`src/rtl/mem_ctrl_pkg.sv`:
```
// Shared definitions for the block memory controllers: FSM states and the
// beat/offset geometry of a 128-bit cache block carried as four 32-bit words.
package mem_ctrl_pkg;

    typedef enum logic [1:0] {
        IDLE = 2'd0,
        WAIT = 2'd1,
        XFER = 2'd2,
        DONE = 2'd3
    } state_t;

    localparam int BEATS     = 4;
    localparam int BEAT_W    = 2;
    localparam int BYTE_W    = 2;
    localparam int OFF_W     = BEAT_W + BYTE_W;
    localparam int LAT_W     = 4;
    localparam logic [BEAT_W-1:0] LAST_BEAT = BEAT_W'(BEATS - 1);

    // Byte offset of a beat inside its block; the block base never carries into it.
    function automatic logic [OFF_W-1:0] beat_offset(input logic [BEAT_W-1:0] beat);
        return {beat, {BYTE_W{1'b0}}};
    endfunction

endpackage

```
`src/rtl/block_refill_ctrl.sv`:
```
// Moves one cache block between the cache and a word-wide data memory:
// refill reads gather BEATS words, write-backs scatter them, after a fixed wait.
module block_refill_ctrl
    import mem_ctrl_pkg::*;
#(
    parameter int WA        = 32,
    parameter int WD        = 32,
    parameter int BLOCKSIZE = 128,
    parameter int LATENCY   = 4
) (
    input  logic                 clk,
    input  logic                 rst,
    input  logic                 req_valid,
    input  logic                 req_write,
    input  logic [WA-1:0]        req_addr,
    input  logic [BLOCKSIZE-1:0] req_wdata,
    output logic                 req_ready,
    output logic                 resp_valid,
    output logic [BLOCKSIZE-1:0] resp_rdata,
    output logic                 busy,
    output logic [WA-1:0]        ram_addr,
    output logic                 ram_we,
    output logic [WD-1:0]        ram_wdata,
    input  logic [WD-1:0]        ram_rdata
);

    localparam logic [LAT_W-1:0] LAT_LOAD = (LATENCY == 0) ? LAT_W'(0) : LAT_W'(LATENCY - 1);

    state_t                r_state;
    logic [LAT_W-1:0]      r_wait_cnt;
    logic [BEAT_W-1:0]     r_beat;
    logic                  r_write;
    logic [WA-1:0]         r_base;
    logic [BLOCKSIZE-1:0]  r_wdata;
    logic [BLOCKSIZE-1:0]  r_rdata;
    logic                  r_resp_valid;
    logic                  r_ram_we;
    logic [WA-1:0]         r_ram_addr;
    logic [WD-1:0]         r_ram_wdata;

    logic [WA-1:0]         w_req_base;
    logic [BEAT_W-1:0]     w_beat_next;
    logic [WD-1:0]         w_words [BEATS];
    logic                  w_unused_addr;

    assign w_req_base    = {req_addr[WA-1:OFF_W], {OFF_W{1'b0}}};
    assign w_beat_next   = r_beat + BEAT_W'(1);
    assign w_unused_addr = ^req_addr[OFF_W-1:0];

    for (genvar gi = 0; gi < BEATS; gi++) begin : g_word
        assign w_words[gi] = r_wdata[gi*WD +: WD];
    end

    // RAM-side signals are registered so each beat's address/data/we line up
    // with the XFER cycle they belong to.
    always_ff @(posedge clk) begin
        if (rst) begin
            r_state      <= IDLE;
            r_wait_cnt   <= '0;
            r_beat       <= '0;
            r_write      <= 1'b0;
            r_base       <= '0;
            r_wdata      <= '0;
            r_rdata      <= '0;
            r_resp_valid <= 1'b0;
            r_ram_we     <= 1'b0;
            r_ram_addr   <= '0;
            r_ram_wdata  <= '0;
        end else begin
            r_resp_valid <= 1'b0;
            case (r_state)
                IDLE: begin
                    if (req_valid) begin
                        r_base     <= w_req_base;
                        r_write    <= req_write;
                        r_wdata    <= req_wdata;
                        r_ram_addr <= w_req_base;
                        r_beat     <= '0;
                        if (LATENCY == 0) begin
                            r_state     <= XFER;
                            r_ram_we    <= req_write;
                            r_ram_wdata <= req_wdata[WD-1:0];
                        end else begin
                            r_state    <= WAIT;
                            r_wait_cnt <= LAT_LOAD;
                        end
                    end
                end
                WAIT: begin
                    if (r_wait_cnt == '0) begin
                        r_state     <= XFER;
                        r_ram_we    <= r_write;
                        r_ram_wdata <= w_words[0];
                    end else begin
                        r_wait_cnt <= r_wait_cnt - LAT_W'(1);
                    end
                end
                XFER: begin
                    if (!r_write) begin
                        r_rdata[int'(r_beat)*WD +: WD] <= ram_rdata;
                    end
                    if (r_beat == LAST_BEAT) begin
                        r_state      <= DONE;
                        r_beat       <= '0;
                        r_ram_we     <= 1'b0;
                        r_ram_addr   <= r_base;
                        r_resp_valid <= 1'b1;
                    end else begin
                        r_beat      <= w_beat_next;
                        r_ram_addr  <= {r_base[WA-1:OFF_W], beat_offset(w_beat_next)};
                        r_ram_wdata <= w_words[w_beat_next];
                    end
                end
                DONE: begin
                    r_state <= IDLE;
                end
                default: begin
                    r_state <= IDLE;
                end
            endcase
        end
    end

    assign req_ready  = (r_state == IDLE);
    assign busy       = (r_state != IDLE);
    assign resp_valid = r_resp_valid;
    assign resp_rdata = r_rdata;
    assign ram_addr   = r_ram_addr;
    assign ram_we     = r_ram_we;
    assign ram_wdata  = r_ram_wdata;

endmodule

```
`config.mk`:
```
export PLATFORM = sky130hd
export DESIGN_NAME = block_refill_ctrl
export DESIGN_NICKNAME = d
export VERILOG_FILES = /design/src/rtl/mem_ctrl_pkg.sv /design/src/rtl/block_refill_ctrl.sv
export SDC_FILE = /design/constraint.sdc
export NUM_CORES = 1
export LEC_CHECK = 0
export BUFFER_PORTS_ARGS = -buffer_cell sky130_fd_sc_hd__buf_4
export CAP_MARGIN = 20
export CORE_MARGIN = 2
export CORE_UTILIZATION = 54
export CTS_BUF_LIST = sky130_fd_sc_hd__clkbuf_2
export DETAILED_ROUTE_END_ITERATION = 10
export GPL_TIMING_DRIVEN = 0
export PLACE_DENSITY_LB_ADDON = 0.1
export SYNTH_ARGS = -nofsm -noshare
export SYNTH_HDL_FRONTEND = slang
export SYNTH_SLANG_ARGS = --single-unit
```
`constraint.sdc`:
```
create_clock -name clk -period 2.6 [get_ports clk]
set_input_delay 0.39 -clock clk [delete_from_list [all_inputs] [get_ports clk]]
set_output_delay 0.39 -clock clk [all_outputs]
set_load 0.03 [all_outputs]
```
# Yosys cells after proc, flatten, opt, wreduce, memory -nomap -nowiden
# Index checks and enable logic that the tools add are counted.
# totals
register_bits	359
wordCells	67
output_inout_bits	196
inputBits	196
# classes
shifts	2
n_eq_ne	9
add_sub_neg	3
bitwise	3
n_lt_le_gt_ge	1
n_mux	24
reduce_logical	14
# op_table
cell	count
$mux W32	5
$bwmux W128	1
$pmux W32 S2	2
$shift A32 B33 Y128 const A	1
$shiftx A32 B33 Y128	1
$bmux W32 S2	1
$neg A7 Y33	1
$mux W4	3
$reduce_and A3 Y1	4
$mux W2	5
$ne A2 B2 Y1 const B	5
$pmux W2 S4	1
$pmux W4 S2	1
$reduce_bool A2 Y1	4
$eq A2 B2 Y1 const B	3
$reduce_and A2 Y1	3
$logic_not A4 Y1	1
$pmux W2 S2	1
$sub A4 B1 Y4 const B	1
$ge A3 B3 Y1 const B	1
$mux W1	3
$not A2 Y3	1
$add A2 B1 Y2 const B	1
$eq A2 B1 Y1 const B	1
other kinds (4)	5

# Logic depth before layout (Yosys ltp)
# Gate-level depths: netlist (run 1).
# logic_depth
ltp_word	7
depth_mapped	8
mapped_depth_nobuf	6

# Worst setup path after synthesis (run 1)
# OpenSTA, ideal clock, no wires.
# synth_path
path_kind	flip-flop to flip-flop
from	register r_beat[0]
to	register r_ram_wdata[23], in the netlist ram_wdata[23]
n_path_buf	2
synth_period_minus_slack_ns	2.108
setup_slack_ns	0.492
required_ns	2.531
t_arrival_ns	2.040
stages_incl_launch_ff	9
setup_time_ns	0.069
cell_sequence	dfxtp_1 inv_1 ha_1 buf_4 clkbuf_1 nand3b_1 o21ai_0 a221o_1 o21ai_1
# synth_via
elab_chain_len	7
elab_cells_between_ends	10
cone_classes	add/sub (1); eq/ne (2); mux (5); bitwise (1); reduce/logical (1)
# synth_rtl
element	line_no	source
from (decl)	block_refill_ctrl.sv:31	logic [BEAT_W-1:0] r_beat;
from (signal assigned)	block_refill_ctrl.sv:109	r_beat <= w_beat_next;
$add A2 B1 Y2	block_refill_ctrl.sv:47	assign w_beat_next = r_beat + BEAT_W'(1);
$not A2 Y3 (not written as such)	block_refill_ctrl.sv:111	r_ram_wdata <= w_words[w_beat_next];
$bmux W32 S2	block_refill_ctrl.sv:111	
$mux W32 (not written as such) (2 in series)	block_refill_ctrl.sv:111	
$mux W32	block_refill_ctrl.sv:102	if (r_beat == LAST_BEAT) begin
$pmux W32 S2	block_refill_ctrl.sv:71	case (r_state)
to (signal assigned)	block_refill_ctrl.sv:82	r_ram_wdata <= req_wdata[WD-1:0];
to (signal assigned)	block_refill_ctrl.sv:93	r_ram_wdata <= w_words[0];
to (signal assigned)	block_refill_ctrl.sv:111	
to (decl)	block_refill_ctrl.sv:39	logic [WD-1:0] r_ram_wdata;
# Several ways; a longest one is shown, not always the timed one. The select of a mux whose other input is x is not followed.
# A chain may end at the register's enable or synchronous reset.

# Worst setup path after layout (run 1)
# layout_path
from	register r_state[0]
to	register r_base[30]
# layout_via
elab_chain_len	2
# layout_rtl
element	line_no	source
from (decl)	block_refill_ctrl.sv:29	state_t r_state;
from (signal assigned)	block_refill_ctrl.sv:58	r_state <= IDLE;
from (signal assigned)	block_refill_ctrl.sv:80	r_state <= XFER;
from (signal assigned)	block_refill_ctrl.sv:84	r_state <= WAIT;
$logic_not A2 Y1	block_refill_ctrl.sv:71	
$reduce_and A2 Y1 (no source line)	n/a	
to (signal assigned)	block_refill_ctrl.sv:74	r_base <= w_req_base;
to (decl)	block_refill_ctrl.sv:33	logic [WA-1:0] r_base;
# Every way passes these cells.

==> results of run 1 <==
[synthesized netlist by cell type, types with 3 or more instances]
cell,n
sky130_fd_sc_hd__a221o_1,32
sky130_fd_sc_hd__a211oi_1,29
sky130_fd_sc_hd__nand2_1,323
sky130_fd_sc_hd__nor2_2,30
sky130_fd_sc_hd__buf_2,47
sky130_fd_sc_hd__mux2i_1,62
sky130_fd_sc_hd__buf_4,18
sky130_fd_sc_hd__ha_1,11
sky130_fd_sc_hd__a22oi_2,30
sky130_fd_sc_hd__clkbuf_1,71
sky130_fd_sc_hd__nor3_1,3
sky130_fd_sc_hd__inv_1,8
sky130_fd_sc_hd__o21ai_1,31
sky130_fd_sc_hd__nor2b_1,19
sky130_fd_sc_hd__o21ai_0,37
sky130_fd_sc_hd__nor2_1,165
sky130_fd_sc_hd__nand3b_1,64
sky130_fd_sc_hd__a22oi_1,96
sky130_fd_sc_hd__a21oi_1,162
sky130_fd_sc_hd__dfxtp_1,355
sky130_fd_sc_hd__and3_1,3
sky130_fd_sc_hd__buf_6,7
[stage by stage]
| step | area [µm²] | utilization | instances | hold WS (ps) |
|---|---|---|---|---|
| floorplan | 14300 | - | 1630 | 431 |
| global placement | 17600 | 0.676 | 2350 | 437 |
| detailed placement | 17600 | 0.676 | 2350 | 441 |
| global route | 20300 | 0.781 | 2689 | 241 |
| CTS | 20300 | 0.781 | 2688 | 228 |
| finish | 20300 | 0.781 | 2689 | 295 |
[power groups by stage]
stage / clock, mW / combinational, mW / sequential, mW
floorplan: 0 / 3.49 / 7.37
global placement: 0 / 5.94 / 6.81
detailed placement: 0 / 6.07 / 6.84
CTS: 3.90 / 6.34 / 6.72
global route: 4.20 / 6.93 / 6.82
finish: 3.87 / 6.48 / 6.75
[logic make-up after synthesis]
logic type / count (synthesis) / share of synthesized area
buf+inv: 153 / 0.0527
other cells: 1 / 0.000262
simple gates: 625 / 0.199
compound gates: 422 / 0.198
flops: 355 / 0.497
fa+ha+maj: 11 / 0.00962
mux: 62 / 0.0434
[worst paths after layout]
check	startpoint	endpoint
worst min register to register	r_wdata[84]$_SDFFE_PP0P_	r_wdata[84]$_SDFFE_PP0P_
worst min-delay path	req_wdata[49]	r_wdata[49]$_SDFFE_PP0P_
worst max register to register	r_state[0]$_SDFFE_PP0P_	r_base[30]$_SDFFE_PP0P_
worst max-delay path	r_state[0]$_SDFFE_PP0P_	r_base[30]$_SDFFE_PP0P_
[state kept, by name, summed over array words and instances, names as in the netlist, 2 cells and up]
register	cells
r_wdata	128
resp_rdata	128
ram_wdata	32
ram_addr	29
r_base	28
r_wait_cnt	4
r_state	2
[critical path, cell delays in order (launching register included)]
cell and delay, ps:
sky130_fd_sc_hd__dfxtp_1 370, sky130_fd_sc_hd__inv_1 90, sky130_fd_sc_hd__ha_1 340, sky130_fd_sc_hd__nand2_1 240, sky130_fd_sc_hd__buf_2 380, sky130_fd_sc_hd__clkbuf_1 550
sky130_fd_sc_hd__nand2_1 120, sky130_fd_sc_hd__a21oi_1 160
[area by class of cell]
| type | instances | area (µm²) | area share |
|---|---|---|---|
| multi-input cells | 1122 | 6450 | 0.317 |
| repair buffers | 576 | 4800 | 0.236 |
| clock inverters | 26 | 209 | 0.0103 |
| flip-flops and latches | 355 | 7110 | 0.349 |
| plain buffers | 144 | 719 | 0.0354 |
| inverters | 8 | 30.0 | 0.00148 |
| clock buffers | 121 | 606 | 0.0298 |
| well taps | 335 | 419 | 0.0206 |
| diodes | 2 | 5.00 | 0.000246 |
[routing by layer]
layer  part of all wire  GRT usage
met5                  0          0
met4              0.043      0.167
met2               0.48      0.598
met1               0.39      0.421
met3              0.086     0.0722
[what timing repair did]
item	4_1_cts	5_1_grt
setup endpoints to repair	0	1
hold endpoints to repair	317	0
gates resized for setup	0	0
hold buffers	191	0
setup buffers	0	0
==> metrics list, run 1 <==
- The number of global-route vias before repair came to between 15000 and 20000.
* Number of DRC markers in iteration 0: 1218
- Initial core utilization: 0.549
* Chip width: ~170 µm
- Crit Path Category: reg2reg
* Number of distinct library cells after synthesis: 44
* H-tree level count: 3
- Worst EP required: 3320 ps
* Combinational cell fraction of total power: 0.379
* Buffer depth of the longest clock path: 3
* Total negative slack: 0 ps
* Setup repair after global routing missed its margin: false
- The worst register-to-register path has a setup slack of ~270 ps.
- Post-synth ARST share: 0
- Routed via count: about 15000
- Worst VDD drop: 0.000739 V
- Setup violations remaining at the end of the flow were counted as 0.
* Overall Global Routing Usage: 0.350
* Max cap viols: 0
- 392 I/O pins were placed.
- For the worst setup path, the data arrival time is roughly 3100 ps.
* First-pass detailed-route iteration total: 6
- Total number of placement rows: a little under 60
- Measured along the y axis, the die boundary spans roughly 170 µm.
* Pin count of the biggest net entering global routing: 13
* Max-slew violation total from the final report: 0
- Nets: approximately 2500
- Number of CTS-inserted buffers: 87
- Leaving out fill and tap cells, the most frequent cells in the layout are 403 x sky130_fd_sc_hd__buf_4, 355 x sky130_fd_sc_hd__dfxtp_1, 323 x sky130_fd_sc_hd__nand2_1.
* Commonest register cell after synthesis: sky130_fd_sc_hd__dfxtp_1
- Leakage component of the power: ~8.3 nW
* Number of cells on the worst hold path: 4
- The detail route stage leaves a number of antenna-violating nets equal to 0.
- Top post-synthesis cells by area: sky130_fd_sc_hd__dfxtp_1 50%, sky130_fd_sc_hd__nand2_1 8.5%, sky130_fd_sc_hd__a21oi_1 5.7%
- The share of total power dissipated in the clock network is 0.226.
- The first global-routing pass estimated ~80 mm of wire.
- The analysis attributes to net switching a power of about 6.8 mW.
* Synth-to-Final Area Change: 42.2%
- Dividing the detail-routed wire length by the instance count gives approximately 19 µm.
- In this run the cell area of the synthesized design comes to around 14000 µm².
* Sw frac: 0.398
- Synthesis inferred between 300 and 400 register bits.
- After clock tree synthesis, the clock-pin slew on the worst setup and hold paths is ~100 ps.
- Cell area power density: roughly 840 nW/µm²
* Dpl hpwl: between 30 and 40 mm
* Least setup slack across all paths after layout: 271 ps
* Final Hold Violating Endpoints: 0
- Maximum fanout along the worst path: 10
- Using the TritonRoute via totals, the vias-per-cell ratio works out to 5.61.
* Commonest non-fill, non-tap cell in the layout: sky130_fd_sc_hd__buf_4
- Counting flops with a built-in enable in the synthesized netlist gives 0.
- Hold crit path type: in2reg
* Worst clock skew: about 110 ps
* Syn. warnings: 0
* Status: finished, final reports clean
- Remaining global-route overflow: 0
- The clock reaches the later pin of the worst-skew pair after ~900 ps.
- Cell internal power was estimated by the tool at around 10 mW.
- Worst max-slew margin expressed relative to the limit: 0.476
- The tree built by TritonCTS fans out to between 300 and 400 sinks.
* Type of origin of the critical path: flip-flop
- Overall Power: ~17 mW
- Count of buffers from port buffering: just under 400
- Clock tree from TritonCTS: built
* Max frequency: 0.429 GHz
- Total wire length: 50.7 mm
* Die Area: 27800 µm²
- Ratio of final minimum period to clock period: 0.896
- For the pin with the worst max-slew slack, the measured transition is 785 ps.
- The worst path needs around 2300 ps of the cycle, external delays included.
- Relative contribution of sequential cells to total power: 0.395
- Fill count: 1788
- The biggest area contributor in the post-synthesis netlist is sky130_fd_sc_hd__dfxtp_1.
- Of the cells placed in the final design, the portion with a size suffix greater than 1 is 0.278.
- Syn Inst Count: about 1600
* Weighted congestion at the end of routability-driven global placement: between 0.8 and 0.9
* Area of the core: 26100 µm²
- The worst setup path is captured at a flip-flop.
* Root buffer cell: sky130_fd_sc_hd__clkbuf_2
* Portion of the post-synthesis area used by sequential elements: 0.497
- The initial antenna violation count is 2.
- Pre-CTS setup slack: roughly 230 ps
* Post-detailed-route DRC marker count: 0
- Fraction of synthesized cell area taken by the top area cell type: 0.497
- The worst register-to-register path has a depth of 7.
- Per-instance average area after synthesis: 8.78 µm²
(Power assumes the default switching activity.)
==> run 2: changes to the inputs <==
- BUFFER_PORTS_ARGS: -buffer_cell sky130_fd_sc_hd__buf_4 -> -buffer_cell sky130_fd_sc_hd__buf_2
- GPL_ROUTABILITY_DRIVEN: default -> 1
==> metrics list, run 2 (synthesis gave the netlist of run 1 again) <==
* Status: finished, final reports clean (unchanged)
- Antenna viol nets, final: 0 (unchanged)
- Final instance area: 19400 µm² (was 20300 µm²)
- H-tree level count: 3 (unchanged)
- Worst path cell trace: inv_1, ha_1, buf_4, clkbuf_1, o21ai_0, a221o_1, o21ai_1 (was inv_1, ha_1, nand2_1, buf_2, clkbuf_1, nand2_1, a21oi_1).
- The HPWL after detailed placement is 34.0 mm (was 34.6 mm).
- Commonest non-fill, non-tap cell in the layout: sky130_fd_sc_hd__buf_2 (was sky130_fd_sc_hd__buf_4)
- The initial antenna violation count was 2 (unchanged).
- Overall Power: 16.7 mW (was 17.1 mW)
- Category of cells accounting for the largest share of critical-path delay: buffers and inverters (unchanged)
- Die Area: 27800 µm² (unchanged)
* Area of the core: 26100 µm² (unchanged)
- Worst max-slew margin expressed relative to the limit: 0.461 (was 0.476)
- The CTS sink count is 355 (unchanged).
- The clock network latency to the later pin of the worst-skew pair is 920 ps (was 890 ps).
- The post-synthesis to final-layout area growth is 35.3% (was 42.2%).
- I/O Pins: 392 (unchanged)
- The slew at the pin closest to its max-slew limit came to 809 ps (was 785 ps).
- Wire length of the first global-routing pass: 77.6 mm (was 78.1 mm)
- Worst EP required: 3430 ps (was 3320 ps)
- The wire length reported by the detailed router is 50.3 mm (was 50.7 mm).
- The number of design rule violations left after detail routing is 0 (unchanged).
* Ratio of final minimum period to clock period: 0.899 (was 0.896)
- Number of standard cells in the layout, taps in and fillers out: 2693 (was 2689)
- The time the worst path needs with I/O delays and setup came to 2340 ps (was 2330 ps).
- Instance area after placement: 16700 µm² (was 17600 µm²)
- Root buffer cell: sky130_fd_sc_hd__clkbuf_2 (unchanged)
- The number of clock buffers inserted by TritonCTS was 90 (was 87).
- Die boundary height: 167 µm (unchanged)
- Maximum fanout along the worst path: 19 (was 10)
* Count of buffers from port buffering: 385 (unchanged)
* Slowest-stage cell, CP: sky130_fd_sc_hd__dfxtp_1 (was sky130_fd_sc_hd__clkbuf_1)
- The number of DRC violations after detailed-routing iteration 0 is 1249 (was 1218).
- Cell area power density: 861 nW/µm² (was 840 nW/µm²)
- The share of final-layout standard cells stronger than drive strength 1 came to 0.279 (was 0.278).
* Vias/cell: 5.61 (about the same)
* First-pass detailed-route iteration total: 5 (was 6)
- The placed instance count came to 2350 (unchanged).
- The worst setup slack after placement came to 230 ps (was 233 ps).
- Number of global-route vias before repair: 14800 (was 15100)
- The global-route congestion overflow total is 0 (unchanged).
* Clock slew at the register clock pins of the worst setup and hold paths: 110 ps (was 100 ps)
* Nets: 2504 (was 2501)
- Max cap viols: 0 (unchanged)
* Most frequent cells in the layout: 432 x sky130_fd_sc_hd__buf_2, 355 x sky130_fd_sc_hd__dfxtp_1, 323 x sky130_fd_sc_hd__nand2_1 (was 403 x sky130_fd_sc_hd__buf_4, 355 x sky130_fd_sc_hd__dfxtp_1, 323 x sky130_fd_sc_hd__nand2_1)
- Setup repair after global routing missed its margin: false (unchanged).
* Final Hold Violating Endpoints: 0 (unchanged)
* Clock tree from TritonCTS: built (unchanged)
* Number of buffer and inverter stages on the critical path: 3 (unchanged)
- The via total after detailed routing came to 15100 (about the same).
- Chip width: 167 µm (unchanged)
- The number of setup violations in the final report is 0 (unchanged).
* Max frequency: 0.428 GHz (was 0.429 GHz)
* Buffer depth of the longest clock path: 3 (unchanged)
* Worst VDD drop: 0.000701 V (was 0.000739 V)
- Least setup slack across all paths after layout: 262 ps (was 271 ps)
- Pin count of the biggest net entering global routing: 14 (was 13)
- The average wire length per cell after detail routing is 18.7 µm (was 18.9 µm).
* Initial core utilization: 0.549 (unchanged)
- The routability congestion estimate came to 0.881 (was 0.892).
- Leakage component of the power: 8.17 nW (was 8.33 nW)
- The startpoint type of the worst setup path is a flip-flop (unchanged).
* Total number of placement rows: 59 (unchanged)
- The longest individual stage delay on the worst path is 470 ps (was 550 ps).
- Number of gates resized after cts: 0 (unchanged)
- Overall Global Routing Usage: 0.348 (was 0.350)
* Worst clock skew: 105 ps (was 108 ps)
- The sort of element at the end of the critical path is a flip-flop (unchanged).
- Total negative slack: 0 ps (unchanged)
- The count of buffers added by post-CTS timing repair for setup came to 0 (unchanged).
- The total count of max-transition violations in the final report came to 0 (unchanged).
* Crit path DAT: 3160 ps (was 3050 ps)
- Crit Path Category: reg2reg (unchanged)
- Hold crit path type: in2reg (unchanged)
## run 2: cell count changes in the layout (fill, tap and decap cells not counted), moves of 2 or more
cell and delta:
sky130_fd_sc_hd__buf_2 +385, sky130_fd_sc_hd__clkbuf_2 +5, sky130_fd_sc_hd__clkinv_2 -2, sky130_fd_sc_hd__clkinv_4 +2, sky130_fd_sc_hd__buf_4 -385, sky130_fd_sc_hd__bufinv_16 -2
## run 2: final cells by class
class,instances,area (µm²)
Tap cell,335,419
Timing Repair Buffer,576,3840
Antenna cell,3,7.51
Buffer,144,719
Sequential cell,355,7110
Inverter,8,30.0
Clock buffer,126,631
Clock inverter,24,158
Multi-Input combinational cell,1122,6450
Fill cell,2012,6700
## run 2: metrics by stage
| step | hold slack, ps | utilization |
|---|---|---|
| 2_1_floorplan | 431 | - |
| 3_3_place_gp | 437 | 0.639 |
| 3_5_place_dp | 443 | 0.639 |
| 4_1_cts | 191 | 0.743 |
| 5_1_grt | 206 | 0.743 |
| 6_report | 245 | 0.743 |
## run 2: routing by layer
| metal | routed length, µm | vias to the layer above | GRT usage | part of all wire |
|---|---|---|---|---|
| li1 | - | 6999 | - | - |
| met1 | 20400 | 7122 | 0.435 | 0.41 |
| met2 | 23300 | 815 | 0.560 | 0.46 |
| met3 | 4140 | 172 | 0.0810 | 0.082 |
| met4 | 2420 | 0 | 0.187 | 0.048 |
| met5 | 0 | - | 0 | 0 |
## run 2: worst register-to-register path, stage by stage, from the launching register on
cell,delay (ps)
sky130_fd_sc_hd__dfxtp_1,470
sky130_fd_sc_hd__inv_1,160
sky130_fd_sc_hd__ha_1,340
sky130_fd_sc_hd__buf_4,300
sky130_fd_sc_hd__clkbuf_1,390
sky130_fd_sc_hd__o21ai_0,170
sky130_fd_sc_hd__a221o_1,380
sky130_fd_sc_hd__o21ai_1,130
## run 2: power by group
| part | internal, mW | switching, mW |
|---|---|---|
| combinational | 2.14 | 4.03 |
| sequential | 6.24 | 0.482 |
| clock | 1.50 | 2.28 |
## run 2: what timing repair did
item                                   CTS  global route
hold buffers                           191             0
endpoints found under the hold margin  331             0
setup endpoints to repair                0             1
## run 2: final timing paths
check	startpoint	endpoint	slack (ps)	depth (start not counted)
worst max register to register	r_beat[0]$_SDFFE_PP0P_	ram_wdata[19]$_SDFFE_PP0P_	260	7
worst min register to register	r_wdata[93]$_SDFFE_PP0P_	r_wdata[93]$_SDFFE_PP0P_	460	2
worst max-delay path	r_beat[0]$_SDFFE_PP0P_	ram_wdata[19]$_SDFFE_PP0P_	260	7
worst min-delay path	req_wdata[41]	r_wdata[41]$_SDFFE_PP0P_	250	4
